$ cat src/rtl/vram_pkg.sv
// Shared VRAM framebuffer definitions: resolution defaults, fill sequencer states,
// the fill command record and the RGB444 pixel packing used by writer and scan-out reader.
package vram_pkg;

    localparam int          H_RES     = 160;
    localparam int          V_RES     = 120;
    localparam logic [15:0] BASE_ADDR = 16'h0000;
    localparam int          COORD_W   = 8;

    typedef enum logic [1:0] {
        IDLE,
        FILL,
        FINISH
    } fill_state_t;

    typedef struct packed {
        logic [COORD_W-1:0] x;
        logic [COORD_W-1:0] y;
        logic [COORD_W-1:0] w;
        logic [COORD_W-1:0] h;
        logic [11:0]        color;
    } fill_cmd_t;

    // One pixel per 16-bit word; the top nibble is always written as zero.
    function automatic logic [15:0] rgb444_to_word(input logic [11:0] color);
        return {4'h0, color};
    endfunction

endpackage

$ cat src/rtl/vram_fill_clip.sv
// Combinational screen-bounds handling for a fill command.
// VRAM_FILL_CLIP_EN defined: clip to the screen; undefined: reject anything off-screen.
module vram_fill_clip
    import vram_pkg::*;
#(
    parameter int SCR_W = H_RES,
    parameter int SCR_H = V_RES
) (
    input  fill_cmd_t cmd,
    output fill_cmd_t clipped,
    output logic      reject
);

    // One extra bit so x+w cannot wrap before the compare.
    localparam int            EW    = COORD_W + 1;
    localparam logic [EW-1:0] H_LIM = EW'(SCR_W);
    localparam logic [EW-1:0] V_LIM = EW'(SCR_H);

`ifdef VRAM_FILL_CLIP_EN
    logic [EW-1:0] w_room;
    logic [EW-1:0] h_room;

    assign w_room = H_LIM - EW'(cmd.x);
    assign h_room = V_LIM - EW'(cmd.y);
    assign reject = 1'b0;

    always_comb begin
        clipped = cmd;
        if ((EW'(cmd.x) >= H_LIM) || (EW'(cmd.y) >= V_LIM)) begin
            clipped.w = '0;
            clipped.h = '0;
        end else begin
            if (EW'(cmd.w) > w_room) clipped.w = w_room[COORD_W-1:0];
            if (EW'(cmd.h) > h_room) clipped.h = h_room[COORD_W-1:0];
        end
    end
`else
    logic [EW-1:0] x_end;
    logic [EW-1:0] y_end;

    assign x_end   = EW'(cmd.x) + EW'(cmd.w);
    assign y_end   = EW'(cmd.y) + EW'(cmd.h);
    assign clipped = cmd;
    assign reject  = (x_end > H_LIM) || (y_end > V_LIM);
`endif

endmodule

$ cat src/rtl/vram_fill_writer.sv
// Solid-colour rectangle fill into the VRAM write port, one pixel per granted cycle.
// Screen-edge handling is selected by VRAM_FILL_CLIP_EN (see vram_fill_clip).
module vram_fill_writer #(
    parameter int                COORD_W   = vram_pkg::COORD_W,
    parameter int                ADDR_W    = 16,
    parameter int                DATA_W    = 16,
    parameter int                H_RES     = vram_pkg::H_RES,
    parameter int                V_RES     = vram_pkg::V_RES,
    parameter logic [ADDR_W-1:0] BASE_ADDR = ADDR_W'(vram_pkg::BASE_ADDR)
) (
    input  logic               clock,
    input  logic               clear,
    input  logic               cmd_valid,
    output logic               cmd_ready,
    input  logic [COORD_W-1:0] cmd_x,
    input  logic [COORD_W-1:0] cmd_y,
    input  logic [COORD_W-1:0] cmd_w,
    input  logic [COORD_W-1:0] cmd_h,
    input  logic [11:0]        cmd_color,
    output logic               wr_en,
    input  logic               wr_grant,
    output logic [ADDR_W-1:0]  wr_addr,
    output logic [DATA_W-1:0]  wr_data,
    output logic               busy,
    output logic               done,
    output logic               err
);
    import vram_pkg::*;

    fill_state_t        state, state_nxt;
    fill_cmd_t          cmd_in, cmd_clip;
    logic               reject, zero_area;
    logic               accept, commit;
    logic               last_col, last_row;
    logic [COORD_W-1:0] col_cnt, row_cnt, w_q, h_q;
    logic [ADDR_W-1:0]  row_start, row_base, addr_q;
    logic [DATA_W-1:0]  data_q;
    logic               err_q;

    assign cmd_in = {cmd_x, cmd_y, cmd_w, cmd_h, cmd_color};

    vram_fill_clip #(
        .SCR_W (H_RES),
        .SCR_H (V_RES)
    ) u_clip (
        .cmd     (cmd_in),
        .clipped (cmd_clip),
        .reject  (reject)
    );

    assign zero_area = (cmd_clip.w == '0) || (cmd_clip.h == '0);
    // The only multiply: address of the rectangle's top-left pixel, taken once per command.
    assign row_start = BASE_ADDR + ADDR_W'(cmd_clip.y) * ADDR_W'(H_RES) + ADDR_W'(cmd_clip.x);
    assign last_col  = (col_cnt == w_q - 1'b1);
    assign last_row  = (row_cnt == h_q - 1'b1);

    assign wr_addr = addr_q;
    assign wr_data = data_q;

    always_ff @(posedge clock or negedge clear) begin
        if (!clear) state <= IDLE;
        else        state <= state_nxt;
    end

    always_comb begin
        state_nxt = state;
        cmd_ready = 1'b0;
        wr_en     = 1'b0;
        busy      = 1'b0;
        done      = 1'b0;
        err       = 1'b0;
        accept    = 1'b0;
        commit    = 1'b0;
        case (state)
            IDLE: begin
                cmd_ready = 1'b1;
                if (cmd_valid) begin
                    accept    = 1'b1;
                    state_nxt = (reject || zero_area) ? FINISH : FILL;
                end
            end
            FILL: begin
                busy   = 1'b1;
                wr_en  = 1'b1;
                commit = wr_grant;
                if (wr_grant && last_col && last_row) state_nxt = FINISH;
            end
            FINISH: begin
                busy      = 1'b1;
                done      = 1'b1;
                err       = err_q;
                state_nxt = IDLE;
            end
            default: state_nxt = IDLE;
        endcase
    end

    always_ff @(posedge clock or negedge clear) begin
        if (!clear) begin
            w_q      <= '0;
            h_q      <= '0;
            col_cnt  <= '0;
            row_cnt  <= '0;
            row_base <= '0;
            addr_q   <= '0;
            data_q   <= '0;
            err_q    <= 1'b0;
        end else if (accept) begin
            w_q      <= cmd_clip.w;
            h_q      <= cmd_clip.h;
            col_cnt  <= '0;
            row_cnt  <= '0;
            row_base <= row_start;
            addr_q   <= row_start;
            data_q   <= DATA_W'(rgb444_to_word(cmd_clip.color));
            err_q    <= reject;
        end else if (commit) begin
            if (!last_col) begin
                col_cnt <= col_cnt + 1'b1;
                addr_q  <= addr_q + 1'b1;
            end else if (!last_row) begin
                // Row stride by addition; address stays on the last pixel once the fill ends.
                col_cnt  <= '0;
                row_cnt  <= row_cnt + 1'b1;
                row_base <= row_base + ADDR_W'(H_RES);
                addr_q   <= row_base + ADDR_W'(H_RES);
            end
        end
    end

endmodule

$ cat config.mk
export PLATFORM = sky130hd
export DESIGN_NAME = vram_fill_writer
export DESIGN_NICKNAME = d
export VERILOG_FILES = /design/src/rtl/vram_pkg.sv /design/src/rtl/vram_fill_clip.sv /design/src/rtl/vram_fill_writer.sv
export SDC_FILE = /design/constraint.sdc
export NUM_CORES = 1
export LEC_CHECK = 0
export CAP_MARGIN = 15
export CORE_MARGIN = 1
export CORE_UTILIZATION = 35
export DETAILED_ROUTE_END_ITERATION = 12
export GPL_TIMING_DRIVEN = 0
export HOLD_SLACK_MARGIN = 0.08
export PLACE_DENSITY = 0.66
export SLEW_MARGIN = 20
export SYNTH_ARGS = -nofsm -noshare
export SYNTH_HDL_FRONTEND = slang
export SYNTH_SLANG_ARGS = --single-unit
$ cat constraint.sdc
create_clock -name clock -period 3.15 [get_ports clock]
set_input_delay 0.63 -clock clock [delete_from_list [all_inputs] [get_ports clock]]
set_output_delay 0.63 -clock clock [all_outputs]
set_load 0.01 [all_outputs]
# Word-level counts from Yosys, hierarchy flattened
# Index checks and enable logic that the tools add are counted.
[word_totals]
reg_bits = 79
inputBits = 48
output_inout_bits = 37
wordCells = 70
[op_classes]
addsub = 9
n_mul = 1
n_lt_le_gt_ge = 2
n_eq_ne = 8
muxes = 27
reduce_logical = 14
[ops]
columns = ["operator", "n"]
rows = [
  ["2-to-1 mux 16 bit", 7],
  ["2-to-1 mux 8 bit", 8],
  ["adder 8 x 8 -> 9 bit", 2],
  ["adder 16 x 1 -> 16 bit (second input constant)", 1],
  ["adder 16 x 8 -> 16 bit", 1],
  ["adder 16 x 8 -> 16 bit (second input constant)", 1],
  ["adder 8 x 1 -> 8 bit (second input constant)", 2],
  ["== test 8 bit", 2],
  ["logical NOT 8 bit", 2],
  ["subtractor 8 x 1 -> 8 bit (second input constant)", 2],
  ["multiplier 8 x 3 -> 11 bit (second input constant)", 1],
  ["> comparator 9 x 7 -> 1 bit (second input constant)", 1],
  ["> comparator 9 x 8 -> 1 bit (second input constant)", 1],
  ["2-to-1 mux 1 bit", 8],
  ["2-to-1 mux 2 bit", 3],
  ["inequality test 2 bit (second input constant)", 3],
  ["one-hot mux 2 bit (2 select lines)", 1],
  ["AND reduction 2 bit", 2],
  ["nonzero test 2 bit", 2],
  ["logical OR 1 bit", 3],
  ["inequality test 3 bit (second input constant)", 1],
  ["AND reduction 3 bit", 1],
  ["== test 2 x 1 -> 1 bit (second input constant)", 1],
  ["== test 2 bit (second input constant)", 1],
  ["other kinds (3)", 4],
]

# Depth between registers and ports, before layout
# Gate-level depths: netlist of the first run.
[logic_depth]
word_depth = 7
ltp_mapped = 12
depth_no_buf = 11

# Modules after synthesis
# A second synthesis of the first run with hierarchy kept.
[unflattened]
hier_cells = 754
area_unflattened_um2 = 6481.2
[by_module_without_submodules]
columns = ["mod", "n_inst", "cells_per_inst", "area_per_inst_um2", "seq_area_each_um2"]
rows = [
  ["vram_fill_writer", 1, 639, 5544.1, 1976.9],
  ["vram_fill_clip", 1, 115, 937.1, 0.0],
]

# Worst setup path before layout of the first run
# No wires, ideal clock.
[synth_path]
path_type = "input to register"
startpoint = "in cmd_y[1]"
endpoint = "reg addr_q[12], in the netlist wr_addr[12]"
setup_time_ps = 126
t_arrival_ps = 2740
required_time_ps = 3024
setup_slack_ps = 284
cell_stages = 10
n_path_buf = 0
cell_sequence = "ha_1 -> ha_1 -> fa_1 -> a21o_1 -> a21oi_1 -> xnor2_1 -> xor2_1 -> nor2_1 -> o31a_1 -> o32a_1"
[synth_via]
elab_chain_cells = 3
[synth_lines]
columns = ["item", "line", "rtl"]
rows = [
  ["start, declared", "vram_fill_writer.sv:16", "input logic [COORD_W-1:0] cmd_y,"],
  ["multiplier 8 x 3 -> 11 bit", "vram_fill_writer.sv:53", "assign row_start = BASE_ADDR + ADDR_W'(cmd_clip.y) * ADDR_W'(H_RES) + ADDR_W'(cmd_clip.x);"],
  ["adder 16 x 8 -> 16 bit", "vram_fill_writer.sv:53", ""],
  ["2-to-1 mux 16 bit", "vram_fill_writer.sv:108", "end else if (accept) begin"],
  ["end signal, assigned", "vram_fill_writer.sv:114", "addr_q <= row_start;"],
  ["end signal, assigned", "vram_fill_writer.sv:120", "addr_q <= addr_q + 1'b1;"],
  ["end signal, assigned", "vram_fill_writer.sv:126", "addr_q <= row_base + ADDR_W'(H_RES);"],
  ["end, declared", "vram_fill_writer.sv:36", "logic [ADDR_W-1:0] row_start, row_base, addr_q;"],
]
# Every way passes these cells.
# A chain may end at the register's enable or synchronous reset.

# Worst setup path in the final report of the first run
[layout_path]
startpoint = "in cmd_x[0]"
endpoint = "reg state[1]"
[layout_via]
elab_chain_cells = 7
[layout_lines]
columns = ["item", "line", "rtl"]
rows = [
  ["start, declared", "vram_fill_writer.sv:15", "input logic [COORD_W-1:0] cmd_x,"],
  ["adder 8 x 8 -> 9 bit", "vram_fill_clip.sv:41", "assign x_end = EW'(cmd.x) + EW'(cmd.w);"],
  ["> comparator 9 x 8 -> 1 bit", "vram_fill_clip.sv:44", "assign reject = (x_end > H_LIM) || (y_end > V_LIM);"],
  ["logical OR 1 bit", "vram_fill_clip.sv:44", ""],
  ["logical OR 1 bit", "vram_fill_writer.sv:79", "state_nxt = (reject || zero_area) ? FINISH : FILL;"],
  ["2-to-1 mux 2 bit", "vram_fill_writer.sv:79", ""],
  ["2-to-1 mux 2 bit", "vram_fill_writer.sv:77", "if (cmd_valid) begin"],
  ["one-hot mux 2 bit (2 select lines)", "vram_fill_writer.sv:74", "case (state)"],
  ["end signal, assigned", "vram_fill_writer.sv:62", "else state <= state_nxt;"],
  ["end, declared", "vram_fill_writer.sv:30", "fill_state_t state, state_nxt;"],
]
# Every way passes these cells. The select of a mux whose other input is x is not followed.

==> summary by stage, run 1 <==
Job
Across the run, the number of max-cap violations was 0.

Drt
The routed wire length per instance is roughly 16 um. For this run, design rule violations remaining after detail routing come to 0. The iteration count of the initial detailed-routing pass is 6. Across all layers, the routed design uses 5286 vias. After the first detailed-routing iteration, the DRC count stood at between 300 and 400.

The count of nets left with antenna violations once routing finished came out at 0. The routed via count divided by cell count is 5.302. The total wirelength of the detailed-routed design is 16.03 mm.

GRT
The overall overflow remaining after global route is 0. Entering global routing, the biggest net connects 50 pins. The global-route usage over all layers is approximately 20%. The number of antenna violations at the first check in global routing is 0. The first global-routing pass estimated approximately 26 mm of wire. The number of global-route vias before repair is 4849.

Worst setup path
STA puts the critical path data arrival time at 3.24 ns. The cell with the largest stage delay on the worst path is sky130_fd_sc_hd__clkdlybuf4s50_1. The startpoint type of the worst setup path is an input port. The type of element capturing the critical path is a flip-flop.

The largest fanout on the critical path is 3. The biggest cell delay along the critical path is between 0.5 and 0.6 ns. The worst setup path is of the in2reg kind. Data on the critical path is required at its endpoint by about 3.4 ns. The critical path goes through clkdlybuf4s50_1 > ha_2 > fa_2 > or3_1 > a221oi_2 > o311a_1 > nand2b_1 > a311oi_2 > and3_1 > a311oi_1.

Die
The number of standard-cell rows in the floorplan is 46. In this run the vertical extent of the chip is 130.4 um. The count of pins on the block boundary is between 80 and 90.

The floorplan step set the die width to roughly 130 um. The area of the die is 17000 um^2. The total area inside the core boundary comes to 16000 um^2. The effective utilization at floorplan is 36.07%.

Power
The clock power share is around a fifth. The power density over cell area is 745.3 nW/um^2. The sum of internal, switching and leakage power is 5450 uW. The power dissipated by switching net loads is ~2300 uW. The share of power burned in combinational logic is between 40% and 50%. The switching part of the total is around two fifths.

Registers are responsible for about 34% of the overall power. The leakage power figure is approximately 0.0033 uW. The cell internal power dissipation is between 3000 and 4000 uW. The worst vdd rail ir drop is 350.6 uV.

STA
The final clock skew is 0.007481 ns. The post-route clock period utilization is 96.29%. Adding up every negative setup slack in the final design gives 0 ns.

For the finished layout, the period the worst path requires is about 3.0 ns. The upper clock frequency limit is around 330 MHz. The worst slew slack as a fraction of its limit is between 50 and 60%.

At the pin with the least slew margin, the transition time is about 0.63 ns. The number of failing setup endpoints in the final timing report is 0. The number of hold violations in the final report is 0. The number of slew-limit violations in the final report was 0.

Place
After legalization and detailed placement, the total HPWL measured 11.93 mm. Once placement finished, the instance area stood at 6878 um^2. The weighted congestion at the end of routability-driven global placement is between 0.8 and 0.9.

In this run the tool buffered the top-level ports with 80 buffer cells.

Synthesis
Counting flops and latches in the post-synthesis netlist gives just under 80. Counting every instance in the synthesized netlist gives a little under 700. The post-synthesis instance area is a little under 6000 um^2. The synthesized design contains 0 enable-type register cells. The post-synthesis average cell area is between 8 and 9 um^2. The share of synthesized registers carrying an async set or reset is 100.0%.

Sequential elements use between 30 and 40% of the synthesized area. In the synthesized netlist the dominant register cell turns out to be sky130_fd_sc_hd__dfrtp_1. Yosys mapped the design onto 74 distinct sky130hd cell types.

During synthesis, Yosys emitted a total of 0 warnings.

Status
The flow ran to the end, and the final reports show no timing, DRC or antenna violations.

Layout
The fraction of layout instances using a drive strength above 1 is about 9.1%. The finished cells cover around 7300 um^2. The count of antenna diodes in the layout is 0. Counting the fill cells in the layout gives roughly 1600. The layout overhead on the synthesized area is 26.73%.

Leaving out fill and tap cells, the most frequent cell in the layout is sky130_fd_sc_hd__nand2_1. In the layout the commonest cells are 130 x sky130_fd_sc_hd__nand2_1, 79 x sky130_fd_sc_hd__dfrtp_1, 72 x sky130_fd_sc_hd__clkdlybuf4s50_1. The final layout contains between 800 and 900 nets.

Min path
The min-delay analysis places its worst path in the category in2async.

Clock tree
Clock tree synthesis inserted a total of 9 buffers. The total clock sinks is a little under 80. In this run the clock root is driven by a sky130_fd_sc_hd__clkbuf_16.

The clock passes through at most 2 buffers. The number of buffers inserted for hold repair after clock tree synthesis is 0. The clock-pin transition on the worst setup and hold timing paths is about 0.06 ns. TritonCTS built the clock tree.

The insertion delay to the later sink of the worst-skew pair is 0.34 ns. The H-tree generated during clock tree synthesis spans 3 levels.
-- cell usage after synthesis (3+ instances only) --
cell | instances | area share, %
sky130_fd_sc_hd__nand2_1 | 130 | 8.5
sky130_fd_sc_hd__dfrtp_1 | 79 | 34
sky130_fd_sc_hd__nor2_1 | 52 | 3.4
sky130_fd_sc_hd__a21oi_1 | 41 | 3.6
sky130_fd_sc_hd__ha_1 | 40 | 8.7
sky130_fd_sc_hd__xor2_1 | 32 | 4.9
sky130_fd_sc_hd__xnor2_1 | 31 | 4.7
sky130_fd_sc_hd__o21ai_0 | 25 | 2.2
sky130_fd_sc_hd__inv_1 | 21 | 1.4
sky130_fd_sc_hd__nand3_1 | 20 | 1.7
sky130_fd_sc_hd__clkbuf_1 | 18 | 1.2
sky130_fd_sc_hd__nor3_1 | 17 | 1.5
sky130_fd_sc_hd__nand4_1 | 12 | 1.3
sky130_fd_sc_hd__a31oi_1 | 11 | 1.2
sky130_fd_sc_hd__a21o_1 | 8 | 1.0
sky130_fd_sc_hd__and3_1 | 8 | 0.87
sky130_fd_sc_hd__nor2b_1 | 8 | 0.87
sky130_fd_sc_hd__and2_1 | 7 | 0.76
sky130_fd_sc_hd__mux2i_1 | 7 | 1.2
sky130_fd_sc_hd__nor4_1 | 7 | 0.76
sky130_fd_sc_hd__buf_4 | 5 | 0.65
sky130_fd_sc_hd__o211ai_1 | 5 | 0.65
sky130_fd_sc_hd__or3_1 | 5 | 0.54
sky130_fd_sc_hd__a211oi_1 | 4 | 0.52
sky130_fd_sc_hd__a32o_1 | 4 | 0.69
sky130_fd_sc_hd__fa_1 | 4 | 1.4
sky130_fd_sc_hd__nand2b_1 | 4 | 0.43
sky130_fd_sc_hd__a221oi_1 | 3 | 0.46
sky130_fd_sc_hd__a311oi_1 | 3 | 0.46
sky130_fd_sc_hd__buf_1 | 3 | 0.20
sky130_fd_sc_hd__buf_2 | 3 | 0.26
sky130_fd_sc_hd__buf_6 | 3 | 0.59
sky130_fd_sc_hd__o21a_1 | 3 | 0.39
sky130_fd_sc_hd__or4_1 | 3 | 0.39
-- metrics by stage --
stage / setup WS [ns] / instances / utilization, % / hold slack, ns
2_1_floorplan: 0.2841 / 683 / - / 0.3344
3_3_place_gp: -1.583 / 979 / 42.83 / 0.4524
3_5_place_dp: -0.6118 / 980 / 42.99 / 0.4569
4_1_cts: -0.01895 / 997 / 45.06 / 0.2525
5_1_grt: -0.03614 / 997 / 45.71 / 0.2703
6_report: 0.1168 / 997 / 45.71 / 0.2333
-- layer usage --
layer / track usage [%] / vias to the layer above / routed length (um)
met5: 0 / - / 0
met4: 5.477 / 0 / 212
met3: 3.054 / 18 / 1033
met2: 29.63 / 192 / 6882
met1: 29.38 / 2492 / 7902
li1: - / 2584 / -
-- critical path: cells and delay by family --
family                     cells  cell delay, ns
and+or+nand+nor                3            0.67
buffers and inverters          1            0.52
AOI/OAI and AO/OA              4            0.77
adders and majority gates      2            0.64
-- layout make-up --
type	instances	area (um^2)	area share [%]
clock inverter	4	28.78	0.3935
tap	216	270.3	3.695
inverter	21	78.83	1.078
multi-input combinational	551	3697	50.56
buffer	32	165.2	2.258
sequential	79	1977	27.03
clock buffer	12	256.5	3.507
timing repair buffer	82	839.6	11.48
-- kinds of logic after synthesis --
logic type,Yosys count,synth area share [%]
xor+xnor,63,9.562
mux,8,1.409
flops,79,34.26
buf+inv,53,4.228
simple gates,292,23.79
compound gates,140,16.63
fa+ha+maj,44,10.06
other cells,1,0.06499
-- power groups by stage --
stage	registers, uW	logic [uW]	clock network [uW]
floorplan	1800	1570	0
global placement	1820	2480	0
detailed placement	1830	2520	0
CTS	1810	2550	1030
global route	1890	2920	1080
finish	1830	2610	1010
-- final timing paths --
path / start / end / slack (ns) / cells past startpoint
worst max-delay path: cmd_x[0] / state[1]$_DFFE_PN0P_ / 0.12 / 10
worst min-delay path: clear / wr_addr[13]$_DFFE_PN0P_ / 0.23 / 1
worst max register to register: w_q[2]$_DFFE_PN0P_ / wr_addr[9]$_DFFE_PN0P_ / 0.19 / 8
worst min register to register: row_base[2]$_DFFE_PN0P_ / row_base[2]$_DFFE_PN0P_ / 0.47 / 2
max in group asynchronous: clear / w_q[1]$_DFFE_PN0P_ / 2.32 / 2
min in group clock: row_base[2]$_DFFE_PN0P_ / row_base[2]$_DFFE_PN0P_ / 0.47 / 2
-- registers in the layout (all words and copies together), names as in the netlist --
| register | count |
|---|---|
| wr_data | 12 |
| row_cnt | 8 |
| state | 2 |
| col_cnt | 8 |
| err_q | 1 |
| h_q | 8 |
| wr_addr | 16 |
| w_q | 8 |
| row_base | 16 |
-- repair_timing --
action | CTS | global route
gates resized for setup | 10 | 25
pin swaps | 5 | 10
buffers inserted | 1 | 0
endpoints found under the setup margin | 11 | 40
No activity file was read; power rests on OpenSTA's default activity.
==> run 2, diff against run 1 <==
--- a/config.mk
+++ b/config.mk
@@ -16,3 +16,4 @@
 export SYNTH_ARGS = -nofsm -noshare
 export SYNTH_HDL_FRONTEND = slang
 export SYNTH_SLANG_ARGS = --single-unit
+export TNS_END_PERCENT = 50
==> constraint.sdc (replaced) <==
create_clock -name clock -period 3.5 [get_ports clock]
set_input_delay 0.7 -clock clock [delete_from_list [all_inputs] [get_ports clock]]
set_output_delay 0.7 -clock clock [all_outputs]
set_load 0.01 [all_outputs]
==> run 2 against run 1 <==
Against the previous run:
- clock skew hardly changed
- global-route usage about the same
- sequential share of layout area is 0.43 points higher
- routed wire length fell by 1.7%
- non-clock buffer count down 1
- first-iteration DRC count rose by 8.1%
- critical path depth increased by 1
- die area unchanged
- cell count fell by 0.10%
- largest cell class unchanged
==> summary by stage, run 2 (synthesis results as in run 1) <==
Clock tree
The maximum level of the CTS H-tree was 3 (unchanged). The clock-pin transition on the worst setup and hold timing paths is 0.06 ns (about the same). The CTS buffer count is 9 (unchanged).

The total clock sinks is 79 (unchanged). The number of buffers inserted for hold repair after clock tree synthesis is 0 (unchanged). The TritonCTS clock tree is done (unchanged). The root cell of the clock tree is sky130_fd_sc_hd__clkbuf_16 (unchanged). The number of post-CTS setup repair buffers is 0 (was 1). The insertion delay to the later sink of the worst-skew pair is 0.34 ns (about the same). The count of cells resized by post-cts repair is 0 (was 10). The number of buffers on the longest clock path is 2 (unchanged).

Worst setup path
Among the stages of the critical path, the cell type that occurs most often is sky130_fd_sc_hd__a21oi_1. The cell with the largest stage delay on the worst path is sky130_fd_sc_hd__clkdlybuf4s50_1 (unchanged). The largest fanout on the critical path is 3 (unchanged).

The startpoint type of the worst setup path is an input port (unchanged). The data required time of the critical path was 3.76 ns (was 3.36 ns). The classification of the worst setup path is in2reg (unchanged). The startpoint of the worst setup timing path was cmd_y[2] (was cmd_x[0]). The data arrival time of the critical path is 3.57 ns (was 3.24 ns). The kind of cell with the highest combined delay on the critical path was compound AO/OA/AOI/OAI gates (unchanged). The count of buffering cells on the critical path with inverters included came to 1 (unchanged).

The startpoint of the worst register-to-register path is w_q[0]$_DFFE_PN0P_ (was w_q[2]$_DFFE_PN0P_). Crit path cell chain: clkdlybuf4s50_1 > ha_1 > ha_1 > a21o_1 > a311o_1 > a21oi_1 > xnor2_1 > nor3_1 > xnor2_2 > a21oi_1 > a21oi_1 (was clkdlybuf4s50_1 > ha_2 > fa_2 > or3_1 > a221oi_2 > o311a_1 > nand2b_1 > a311oi_2 > and3_1 > a311oi_1). The biggest cell delay along the critical path is 0.49 ns (was 0.52 ns).

The type of element capturing the critical path is a flip-flop (unchanged).

Layout
Commonest non-fill, non-tap cells in the layout: 130 x sky130_fd_sc_hd__nand2_1, 79 x sky130_fd_sc_hd__dfrtp_1, 78 x sky130_fd_sc_hd__clkdlybuf4s50_1 (was 130 x sky130_fd_sc_hd__nand2_1, 79 x sky130_fd_sc_hd__dfrtp_1, 72 x sky130_fd_sc_hd__clkdlybuf4s50_1). The final layout net count was 867 (was 868). The count of antenna diodes in the layout is 0 (unchanged). The layout overhead on the synthesized area is 24.76% (was 26.73%). The design area is 7199 um^2 (was 7313 um^2). The non-filler instance count after layout came to 996 (was 997). The leading cell type in the layout, fill and taps excluded is sky130_fd_sc_hd__nand2_1 (unchanged). The core utilization of the finished layout is 45.00% (was 45.71%). The fraction of layout instances using a drive strength above 1 is 6.538% (was 9.091%). The number of fill cells in the layout came to 1647 (was 1631).

STA
The number of hold violations in the final report is 0 (unchanged). The worst slew slack as a fraction of its limit was 57.56% (was 58.15%). The upper clock frequency limit is 302.2 MHz. The slew of the pin with the lowest slew margin is 0.6285 ns (was 0.6277 ns). The final hold slack is 0.3048 ns (was 0.2333 ns). The setup TNS is 0 ns (unchanged). The final critical-path required period is 3.310 ns. The number of failing setup endpoints in the final timing report was 0 (unchanged). Of the available clock period, the critical path in the final layout requires a little over nine tenths. The number of slew-limit violations in the final report came to 0 (unchanged). The final clock skew is 0.007008 ns (was 0.007481 ns).

Die
The chip height is 130.4 um (unchanged). The width of the die is 130.4 um (unchanged). The core area was 16000 um^2 (unchanged). The effective utilization at floorplan came to 36.07% (unchanged). The number of standard-cell rows in the floorplan is 46 (unchanged). The area of the die came to 17000 um^2 (unchanged).

The count of pins on the block boundary is 85 (unchanged).

Power
The power dissipated by switching net loads is 1991 uW (was 2251 uW). The switching part of the total is 41.11% (was 41.31%). The leakage power figure is 0.003187 uW (was 0.003252 uW). The clock power share is 18.7% (was 18.6%).

The worst vdd rail ir drop is 314.2 uV (was 350.6 uV). The sequential share of power is 33.9% (was 33.6%). The cell internal power dissipation is 2852 uW (was 3199 uW). The power density over cell area was 672.7 nW/um^2 (was 745.3 nW/um^2). The share of power burned in combinational logic is 47.3% (was 47.8%).

Drt
The total wirelength of the detailed-routed design was 15.75 mm (was 16.03 mm). The routed wire length per instance came to 15.81 um (was 16.08 um). The routed via count divided by cell count is 5.281 (was 5.302). The count of nets left with antenna violations after detail routing came to 0 (unchanged). The total via count in the routed design was 5260 (was 5286). The number of violations reported at the end of detailed-routing iteration 0 is 401 (was 371). The iteration count of the initial detailed-routing pass is 5 (was 6). The number of remaining DRC errors is 0 (unchanged).

Place
The post-placement cell area came to 6878 um^2 (unchanged). The weighted congestion at the end of routability-driven global placement is 0.8887 (unchanged). The total placed cells including tap cells is 980 (unchanged). The HPWL after detailed placement is 11.93 mm (unchanged).

The number of buffers added on ports was 80 (unchanged).

Status
Outcome: finished, final reports clean (unchanged).

GRT
The global-route wire length before repair is 25.76 mm (was 25.83 mm). The overall overflow remaining after global route is 0 (unchanged). The largest net degree at the start of global routing is 50 (unchanged). The number of antenna violations at the first check in global routing is 0 (unchanged). The number of global-route vias before repair is 4818 (was 4849). The global-route usage over all layers is 19.73% (was 19.78%).

Job
The number of max-cap violations is 0 (unchanged).

Min path
The worst hold-check path type is in2async (unchanged).
run 2: worst paths after layout:
| kind | endpoint | slack [ns] | cells after the start |
|---|---|---|---|
| max | wr_addr[14]$_DFFE_PN0P_ | 0.19 | 11 |
| min | wr_addr[13]$_DFFE_PN0P_ | 0.30 | 1 |
| max reg2reg | wr_addr[5]$_DFFE_PN0P_ | 0.37 | 11 |
| min reg2reg | row_base[3]$_DFFE_PN0P_ | 0.47 | 2 |
| max in group asynchronous | w_q[1]$_DFFE_PN0P_ | 2.60 | 2 |
| min in group clock | row_base[3]$_DFFE_PN0P_ | 0.47 | 2 |
run 2: layout make-up:
cell class              count  area (um^2)  area share (%)
plain buffers              32        165.2           2.294
multi-input cells         551         3595           49.93
inverters                  21        78.83           1.095
flip-flops and latches     79         1977           27.46
clock buffers              12        256.5           3.563
repair buffers             81        828.3           11.51
well taps                 216        270.3           3.754
clock inverters             4        28.78          0.3997
run 2: worst reg2reg max path: cells and delay by family (launching register included):
kind            cells  cell delay (ns)
flops               1             0.41
compound gates      3             1.05
buf+inv             2             0.24
fa+ha+maj           1             0.17
simple gates        5             1.16
run 2: power by group through the flow:
stage	clock [uW]	combinational, uW	sequential (uW)
after global placement	0	2230	1640
after global routing	970	2580	1700
after CTS	924	2280	1630
after floorplan	0	1410	1620
after detailed placement	0	2270	1650
final	908	2290	1640
run 2: metal layers:
layer	wire, um	track usage (%)	vias to the layer above
met2	6715	29.54	185
li1	-	-	2591
met5	0	0	-
met1	7849	29.46	2471
met4	202	5.274	0
met3	982	2.932	13
run 2: metrics by stage:
step,total power [uW],worst slack (ns)
final,4843,0.1905
after global routing,5249,-0.01216
after floorplan,3032,0.5641
after CTS,4838,0.01631
after detailed placement,3915,-0.3318
after global placement,3872,-1.303
==> run 3, diff against run 2 <==
--- a/config.mk
+++ b/config.mk
@@ -11,7 +11,7 @@
 export DETAILED_ROUTE_END_ITERATION = 12
 export GPL_TIMING_DRIVEN = 0
 export HOLD_SLACK_MARGIN = 0.08
-export PLACE_DENSITY = 0.66
+export PLACE_DENSITY_LB_ADDON = 0.08
 export SLEW_MARGIN = 20
 export SYNTH_ARGS = -nofsm -noshare
 export SYNTH_HDL_FRONTEND = slang
==> run 3 against run 2 <==
Against the previous run:
- maximum frequency shrank 2.0%
- die area is the same
- critical endpoint unchanged
- via count shrank 0.23%
- hold slack gained 0.067 ns
- clock skew grew 0.0029 ns
- critical path depth is the same
- count of clock-buffer cells in the layout shrank 1
- non-clock buffer count is the same
- setup slack lost 0.067 ns
- routed wire length grew 7.4%
- combinational power is essentially flat
- sequential share of layout area grew 0.10 points
==> summary by stage, run 3 (synthesis results as in run 1) <==
Layout
The number of fill cells in the layout was 1631 (was 1647). The final layout net count is 867 (unchanged). Commonest non-fill, non-tap cells in the layout: 130 x sky130_fd_sc_hd__nand2_1, 79 x sky130_fd_sc_hd__dfrtp_1, 78 x sky130_fd_sc_hd__clkdlybuf4s50_1 (unchanged). The core utilization of the finished layout is 44.83% (was 45.00%).

The layout overhead on the synthesized area is 24.31% (was 24.76%). The count of antenna diodes in the layout is 0 (unchanged). The leading cell type in the layout, fill and taps excluded is sky130_fd_sc_hd__nand2_1 (unchanged).

The fraction of layout instances using a drive strength above 1 is 6.026% (was 6.538%). The non-filler instance count after layout came to 996 (unchanged).

STA
The upper clock frequency limit is 296.2 MHz (was 302.2 MHz). The slew of the pin with the lowest slew margin was 0.7091 ns (was 0.6285 ns). The number of failing setup endpoints in the final timing report was 0 (unchanged). The number of hold violations in the final report is 0 (unchanged). The final clock skew is 0.009888 ns (was 0.007008 ns).

The setup TNS was 0 ns (unchanged). The post-route clock period utilization is 96.46% (was 94.56%). The worst slew slack as a fraction of its limit is 52.72% (was 57.56%). The final critical-path required period is 3.376 ns (was 3.310 ns).

The least setup slack across all paths after layout is 0.1239 ns (was 0.1905 ns). The number of slew-limit violations in the final report is 0 (unchanged).

Place
The weighted congestion at the end of routability-driven global placement is 0.9190 (was 0.8887). The number of buffers added on ports was 80 (unchanged). The total placed cells including tap cells is 980 (unchanged). The post-place setup slack is -0.4005 ns (was -0.3318 ns). The HPWL after detailed placement came to 12.99 mm (was 11.93 mm).

Drt
The routed wire length per instance is 16.98 um (was 15.81 um). The wire length on met2 is 7.548 mm (was 6.715 mm). The count of nets left with antenna violations after detail routing came to 0 (unchanged). The routed via count divided by cell count was 5.269 (was 5.281).

The total via count in the routed design is 5248 (was 5260). The number of violations reported at the end of detailed-routing iteration 0 is 281 (was 401). The number of remaining DRC errors is 0 (unchanged). The top layer used by detailed routing is met4 (unchanged). The detailed route wirelength on metal3 is 923 um (was 982 um). The detailed-routing wirelength on met1 was 8.168 mm (was 7.849 mm). The iteration count of the initial detailed-routing pass is 5 (unchanged). The total wirelength of the detailed-routed design is 16.91 mm (was 15.75 mm).

GRT
The number of antenna violations at the first check in global routing is 0 (unchanged). The largest net degree at the start of global routing is 47 (was 50). The global-route wire length before repair is 26.84 mm (was 25.76 mm).

The number of global-route vias before repair is 5059 (was 4818). The overall overflow remaining after global route came to 0 (unchanged). The global-route usage over all layers came to 20.73% (was 19.73%).

Clock tree
The maximum level of the CTS H-tree is 3 (unchanged). The number of buffers on the longest clock path is 2 (unchanged). The CTS buffer count is 9 (unchanged).

The insertion delay to the later sink of the worst-skew pair came to 0.35 ns (was 0.34 ns). The total clock sinks is 79 (unchanged). The TritonCTS clock tree was done (unchanged). The clock-pin transition on the worst setup and hold timing paths came to 0.07 ns (was 0.06 ns). The root cell of the clock tree is sky130_fd_sc_hd__clkbuf_16 (unchanged). The number of buffers inserted for hold repair after clock tree synthesis is 0 (unchanged). The number of post-CTS setup repair buffers is 0 (unchanged).

Worst setup path
The type of element capturing the critical path is a flip-flop (unchanged). The data required time of the critical path is 3.77 ns (was 3.76 ns). The biggest cell delay along the critical path is 0.50 ns (was 0.49 ns).

The largest fanout on the critical path was 3 (unchanged). Crit path cell chain: clkdlybuf4s50_1 > ha_1 > ha_1 > a21o_1 > a311o_1 > a21oi_1 > xnor2_1 > nor3_1 > xnor2_1 > a21oi_1 > a21oi_1 (was clkdlybuf4s50_1 > ha_1 > ha_1 > a21o_1 > a311o_1 > a21oi_1 > xnor2_1 > nor3_1 > xnor2_2 > a21oi_1 > a21oi_1). The classification of the worst setup path was in2reg (unchanged). The startpoint type of the worst setup path is an input port (unchanged). The data arrival time of the critical path is 3.65 ns (was 3.57 ns). The cell repeated most along the worst path is sky130_fd_sc_hd__a21oi_1 (unchanged). The cell with the largest stage delay on the worst path is sky130_fd_sc_hd__clkdlybuf4s50_1 (unchanged).

Die
The number of standard-cell rows in the floorplan is 46 (unchanged). The effective utilization at floorplan is 36.07% (unchanged). The core area was 16000 um^2 (unchanged).

The area of the die is 17000 um^2 (unchanged). The count of pins on the block boundary was 85 (unchanged). The width of the die came to 130.4 um (unchanged).

The chip height came to 130.4 um (unchanged).

Power
The power density over cell area is 681.8 nW/um^2 (was 672.7 nW/um^2). The leakage power figure was 0.003178 uW (was 0.003187 uW). The worst vdd rail ir drop is 285.5 uV (was 314.2 uV).

Min path
The worst hold-check path type is in2async (unchanged).

Status
Outcome: finished, final reports clean (unchanged).

Job
The number of max-cap violations is 0 (unchanged).
## run 3: power breakdown
part | internal (uW) | total, uW | switching, uW
Clock | 554 | 957 | 403
Combinational | 1060 | 2310 | 1240
Sequential | 1260 | 1630 | 364
Total | 2880 | 4890 | 2010
## run 3: worst max-delay path: cells and delay by family
kind / cells / cell delay (ns)
AOI/OAI and AO/OA: 5 / 1.11
xor gates and xnor gates: 2 / 0.53
adders and majority gates: 2 / 0.70
buffers and inverters: 1 / 0.50
and+or+nand+nor: 1 / 0.11
## run 3: final timing paths
| path | from | endpoint | slack (ns) | depth (start not counted) |
|---|---|---|---|---|
| min reg2reg | wr_data[10]$_DFFE_PN0P_ | wr_data[10]$_DFFE_PN0P_ | 0.47 | 2 |
| max | cmd_y[2] | wr_addr[14]$_DFFE_PN0P_ | 0.12 | 11 |
| min in group clock | wr_data[10]$_DFFE_PN0P_ | wr_data[10]$_DFFE_PN0P_ | 0.47 | 2 |
| min | clear | wr_addr[7]$_DFFE_PN0P_ | 0.37 | 1 |
| max in group asynchronous | clear | row_base[3]$_DFFE_PN0P_ | 2.51 | 2 |
| max reg2reg | w_q[0]$_DFFE_PN0P_ | wr_addr[12]$_DFFE_PN0P_ | 0.27 | 9 |
## run 3: final cells by class
cell class | instances | area [um^2] | share of cell area, %
timing repair buffer | 81 | 817.0 | 11.39
tap | 216 | 270.3 | 3.768
inverter | 21 | 78.83 | 1.099
buffer | 32 | 165.2 | 2.302
sequential | 79 | 1977 | 27.56
clock inverter | 5 | 56.30 | 0.7849
multi-input combinational | 551 | 3576 | 49.85
clock buffer | 11 | 232.7 | 3.244
## run 3: timing repair
| action | in CTS | in global routing |
|---|---|---|
| resized for setup | 1 | 3 |
| endpoints found under the setup margin | 5 | 7 |
| pin swaps | 0 | 0 |
## run 3: per-layer routing
| layer | vias up | global-route usage (%) |
|---|---|---|
| li1 | 2585 | - |
| met1 | 2477 | 28.46 |
| met5 | - | 0 |
| met4 | 0 | 7.032 |
| met3 | 23 | 4.031 |
| met2 | 163 | 32.67 |
## run 3: through the flow
stage               hold WS [ns]  total power [uW]  cell area, um^2
floorplan                 0.4044              3032             5782
global placement          0.4572              3893             6853
detailed placement        0.4583              3942             6870
CTS                       0.4072              4914             7158
global route              0.4311              5267             7173
finish                    0.3714              4890             7173
